$ cat src/rtl/avalon_pkg.sv
// Shared definitions for the Avalon-style responder.
// Holds the FSM state type, default parameter values and the 16-bit word type.
package avalon_pkg;

    typedef enum logic [1:0] {
        IDLE = 2'd0,
        WAIT = 2'd1,
        ACK  = 2'd2
    } state_t;

    localparam int WAIT_STATES_DEF = 2;
    localparam int ADDR_BITS_DEF   = 8;

    typedef logic [15:0] word_t;

endpackage

$ cat src/rtl/avalon_resp_mem.sv
// Single-port word store for avalon_responder.
// Ports:
//   clk      - rising-edge clock
//   addr     - word address, shared by read and write
//   wr_en    - write strobe, wr_data written to addr on the rising edge
//   wr_data  - write data
//   rd_en    - read strobe, rd_data loaded from addr on the rising edge
//   rd_data  - registered read data, holds when rd_en is low
// No reset: contents are undefined until written.
module avalon_resp_mem
    import avalon_pkg::*;
#(
    parameter int ADDR_BITS = ADDR_BITS_DEF
) (
    input  logic                 clk,
    input  logic [ADDR_BITS-1:0] addr,
    input  logic                 wr_en,
    input  word_t                wr_data,
    input  logic                 rd_en,
    output word_t                rd_data
);

    word_t mem [2**ADDR_BITS];

    always_ff @(posedge clk) begin
        if (wr_en) begin
            mem[addr] <= wr_data;
        end
        if (rd_en) begin
            rd_data <= mem[addr];
        end
    end

endmodule

$ cat src/rtl/avalon_responder.sv
// Avalon-style memory responder with programmable wait states.
// Ports:
//   Clock      - rising-edge system clock
//   Resetn     - asynchronous active-low reset
//   ReadData   - read request strobe
//   WriteData  - write request strobe
//   DataAddr   - word address, only [ADDR_BITS-1:0] decoded (store aliases)
//   DataOut    - write data from initiator
//   DataIn     - read data to initiator, valid in ACK, held until next read
//   Waitreq    - stall, high while a request is present and not in ACK
//   ErrFlag    - sticky protocol-violation flag (both strobes, or abort)
//
// state | meaning
// IDLE  | no transfer in flight; a request starts one
// WAIT  | counting stall cycles down to zero
// ACK   | transfer completes this cycle (write commits at its end)
module avalon_responder
    import avalon_pkg::*;
#(
    parameter int WAIT_STATES = WAIT_STATES_DEF,
    parameter int ADDR_BITS   = ADDR_BITS_DEF
) (
    input  logic        Clock,
    input  logic        Resetn,
    input  logic        ReadData,
    input  logic        WriteData,
    input  logic [15:0] DataAddr,
    input  logic [15:0] DataOut,
    output logic [15:0] DataIn,
    output logic        Waitreq,
    output logic        ErrFlag
);

    localparam bit         NO_WAIT  = (WAIT_STATES == 0);
    localparam logic [3:0] CNT_LOAD = NO_WAIT ? 4'd0 : 4'(WAIT_STATES - 1);

    state_t      state;
    logic [3:0]  cnt;
    logic        rd_seen;
    logic        req;
    logic        both;
    logic        enter_ack;
    logic        abort;
    logic        rd_load;
    logic        wr_commit;
    word_t       mem_q;

    assign req  = ReadData | WriteData;
    assign both = ReadData & WriteData;

    assign enter_ack = req && (((state == IDLE) && NO_WAIT) ||
                               ((state == WAIT) && (cnt == 4'd0)));
    assign abort     = (state == WAIT) && !req;

    // Simultaneous strobes are treated as a write, so only a pure read loads DataIn.
    assign rd_load   = enter_ack && ReadData && !WriteData;
    assign wr_commit = (state == ACK) && WriteData;

    assign Waitreq = req && (state != ACK);

    avalon_resp_mem #(
        .ADDR_BITS (ADDR_BITS)
    ) u_mem (
        .clk     (Clock),
        .addr    (DataAddr[ADDR_BITS-1:0]),
        .wr_en   (wr_commit),
        .wr_data (DataOut),
        .rd_en   (rd_load),
        .rd_data (mem_q)
    );

    // The store has no reset, so its read register is masked until the first
    // read completes; this gives DataIn an immediate async clear to zero.
    assign DataIn = rd_seen ? mem_q : 16'h0000;

    always_ff @(posedge Clock or negedge Resetn) begin
        if (!Resetn) begin
            state   <= IDLE;
            cnt     <= 4'd0;
            ErrFlag <= 1'b0;
            rd_seen <= 1'b0;
        end else begin
            if (rd_load) begin
                rd_seen <= 1'b1;
            end
            if ((enter_ack && both) || abort) begin
                ErrFlag <= 1'b1;
            end
            case (state)
                IDLE: begin
                    if (req) begin
                        if (NO_WAIT) begin
                            state <= ACK;
                        end else begin
                            state <= WAIT;
                            cnt   <= CNT_LOAD;
                        end
                    end
                end
                WAIT: begin
                    if (!req) begin
                        state <= IDLE;
                        cnt   <= 4'd0;
                    end else if (cnt == 4'd0) begin
                        state <= ACK;
                    end else begin
                        cnt <= cnt - 4'd1;
                    end
                end
                ACK: begin
                    state <= IDLE;
                end
                default: begin
                    state <= IDLE;
                end
            endcase
        end
    end

endmodule

$ cat config.mk
export PLATFORM = sky130hd
export DESIGN_NAME = avalon_responder
export DESIGN_NICKNAME = d
export VERILOG_FILES = /design/src/rtl/avalon_pkg.sv /design/src/rtl/avalon_resp_mem.sv /design/src/rtl/avalon_responder.sv
export SDC_FILE = /design/constraint.sdc
export NUM_CORES = 2
export LEC_CHECK = 0
export CORE_MARGIN = 2
export CORE_UTILIZATION = 40
export CTS_BUF_LIST = sky130_fd_sc_hd__clkbuf_8
export CTS_CLUSTER_SIZE = 8
export DETAILED_ROUTE_END_ITERATION = 12
export SYNTH_ARGS = -nofsm -noshare
export SYNTH_HDL_FRONTEND = slang
export SYNTH_SLANG_ARGS = --single-unit
$ cat constraint.sdc
create_clock -name Clock -period 7.6 [get_ports Clock]
set_input_delay 1.52 -clock Clock [delete_from_list [all_inputs] [get_ports Clock]]
set_output_delay 1.52 -clock Clock [all_outputs]
set_load 0.02 [all_outputs]
==> impl_metrics.yaml <==
outcome:
  status: "complete, no violations"
sta:
  fin_skew_ps: 69.15
  fin_crit_sh: 0.6668
  setup_ws_ps: 2533
  hold_viol: 0
  slew_violations: 0
  fmax_mhz: 197.3
  setup_tns_ps: 0
  rsz0062_at_grt: "no"
  final-setup-viol-count: 0
  worst_slew_pin_slew_ps: 1382
  relSlewSlack: 0.06692
  period_minus_slack_ps: 5067
hold_path:
  whs_endpoint: "ErrFlag$_DFFE_PN0P_"
  hold_depth: 1
  min_from: "ErrFlag$_DFFE_PN0P_"
  min_path_type: "register to register"
worst_setup_path:
  r2r-start: "state[0]$_DFFE_PN0P_"
  cp_data_arrival_time_ps: 3550
  ff2ff_path_depth: 6
  cp_common_cell: "clkdlybuf4s50_1"
  path_class: "input port to primary output"
  cp.required_ps: 6080
  cp_max_fo: 9
  r2r-end: "u_mem.mem[160][14]$_DFFE_PP_"
  crit_chain: "clkdlybuf4s50_1 > nor2_1 > a21oi_1 > clkdlybuf4s50_1"
  max_stage_delay_ps: 740
  regToRegSetupSlack_ps: 3630
  cpMaxStageDelayCell: "clkdlybuf4s50_1"
  start_kind: "input port"
  end_kind: "primary output"
global_route:
  grt.overflow.total: 0
  grt_pass1_vias: 75720
  grt_usage: 0.1967
  antenna_found_initial: 16
  grt_max_degree: 170
  grt_pass1_wl_um: 560400
route:
  wire_per_inst_um: 30.53
  drt.antenna.violating_nets: 0
  drcViolationCount: 0
  drt_iter0_markers: 9469
  viasPerCell: 5.757
  vias: 75000
  finalWirelength_um: 397700
  drt_pass1_iterations: 5
clock_network:
  cts_tree: "yes"
  clkTransAtPathRegs_ps: 60
  cts_buffers: 640
  cts_resized: 0
  worstSkewPairLatency_ps: 1200
  cts_hold_buf: 0
  cts_buffer_depth: 4
  ctsHtreeMaxLevel: 6
  cts_setup_buffers: 0
  cts_sinks: 4120
  root_buffer: "clkbuf_8"
floorplanning:
  fp.coreArea_mm2: 0.3882
  die_w_um: 628.0
  rows: 229
  io_pins: 54
  dieArea_mm2: 0.3944
  die_h_um: 628.0
  start_util: 0.4012
job:
  cap_violations: 0
power:
  p_leak_nw: 54.22
  power_density_mw_per_mm2: 247.9
  p_total_mw: 43.54
  irDropWorstVdd_mv: 0.1764
logic_synthesis:
  ys_seq_area_frac: 0.7940
  yosys_warnings: 0
  syn-instance-count: 6766
  syn-num-nets: 6804
  yosysUniqueCellTypes: 32
  yosys_register_bits: 4120
  syn-mean-instance-area_um2: 23.02
  netlist_area_mm2: 0.1558
place:
  detailed_place_hpwl_um: 221600
  place_ws_ps: 1828
  gp_congestion: 0.7945
  io_buffer_count: 45
cells_and_area:
  area_growth_pct: 12.74
  nNetsFinal: 7457
  drive_gt1_frac: 0.2835
  seq_area_mm2: 0.1237
  nFillCells: 32220
  utilization: 0.4523
  multi_input_area_mm2: 0.03073
## routing by layer
layer  wire [um]  track usage
met1      160900       0.2760
met2      193400       0.3166
met3       33880      0.03685
met4        9631      0.05399
met5          33            0
## worst max-delay path, delay by kind of cell
family | cells | cell delay, ps
buffers and inverters | 2 | 1260
and+or+nand+nor | 1 | 150
AOI/OAI and AO/OA | 1 | 600
## cell type report
type | instances | share of cell area
antenna | 11 | 0.0001568
clock buffer | 646 | 0.05063
clock inverter | 397 | 0.01093
inverter | 4 | 0.00008550
multi-input combinational | 2229 | 0.1750
sequential | 4120 | 0.7043
tap | 5197 | 0.03703
timing repair buffer | 424 | 0.02183
## stage by stage
| stage | cells | hold WS, ps | instance area, um2 |
|---|---|---|---|
| floorplan | 6766 | 469.0 | 155800 |
| global placement | 11970 | 481.3 | 164800 |
| detailed placement | 11970 | 476.9 | 164800 |
| CTS | 13020 | 490.2 | 175600 |
| global route | 13020 | 522.7 | 175600 |
| finish | 13030 | 487.1 | 175600 |
## cells in the mapped netlist
master    number  area, um2
edfxtp_1    4112     123500
mux4_2      1024      23060
a22oi_1      512       3844
nor2_1       264      991.0
clkbuf_1     263      987.2
a21oi_1      260       1301
buf_2        100      500.5
o41ai_1       64      560.5
buf_1         40      150.1
nand2_1       35      131.4
and2_1        18      112.6
nand4_1       16      100.1
buf_4         10      75.07
dfrtp_1        8      200.2
nor2b_1        6      37.54
nand3_1        5      25.02
inv_1          4      15.01
o21ai_0        3      15.01
or2_2          3      18.77
and3_1         2      12.51
and3b_1        2      17.52
ha_1           2      25.02
nand2b_1       2      12.51
nor3b_1        2      15.01
o31ai_1        2      15.01
a21o_1         1      7.510
nand3b_1       1      7.510
nor3_1         1      5.000
nor4bb_1       1      10.01
o21a_1         1      7.510
o21bai_1       1      7.510
o31a_1         1      8.760
## where the power goes
| part | total (mW) | internal, mW | switching, mW |
|---|---|---|---|
| registers | 25.1 | 25.0 | 0.0290 |
| logic | 2.16 | 0.749 | 1.41 |
| clock network | 16.3 | 7.97 | 8.34 |
| total | 43.5 | 33.8 | 9.78 |
## kinds of logic after synthesis
logic type               share of synthesized area
flip-flops                                  0.7940
adder cells (fa/ha/maj)                  0.0001606
buffers and inverters                      0.01109
multiplexers                                0.1481
AO/OA/AOI/OAI                              0.03702
AND/OR/NAND/NOR                           0.009608
## layout by cell type, fill, tap and decap left out, types with 4 or more instances in the layout
master           instances
edfxtp_1              4112
mux4_2                1024
clkbuf_8               646
a22oi_1                512
buf_4                  343
inv_1                  270
a21oi_1                260
nor2_1                 232
clkinv_1                69
o41ai_1                 37
buf_12                  35
nor2_2                  31
o41ai_2                 27
clkdlybuf4s50_1         27
nand2_1                 18
inv_6                   18
and2_1                  17
buf_8                   17
nand4_1                 16
nand2_2                 16
clkinvlp_4              13
inv_8                   12
diode_2                 11
dfrtp_1                  8
clkinv_2                 7
clkinv_8                 6
nand3_1                  5
nor2b_2                  4
## worst max-delay path by stage
| stage | cells after the start | to | start | slack [ps] |
|---|---|---|---|---|
| after floorplan | 8 | u_mem.mem[102][0]$_DFFE_PP_ | DataAddr[1] | 3610 |
| after global placement | 8 | u_mem.rd_data[12]$_DFFE_PP_ | DataAddr[0] | 1640 |
| after detailed placement | 6 | u_mem.mem[160][10]$_DFFE_PP_ | DataAddr[2] | 1830 |
| after CTS | 4 | Waitreq | WriteData | 2440 |
| after global routing | 4 | Waitreq | WriteData | 2530 |
| final | 4 | Waitreq | WriteData | 2530 |
## sequential cells by signal, summed over array words and instances, names as in the netlist
name,cells
rd_seen,1
u_mem.rd_data,16
state,2
u_mem.mem,4096
ErrFlag,1
cnt,4
Note: power is estimated with default switching activity, not from simulation.
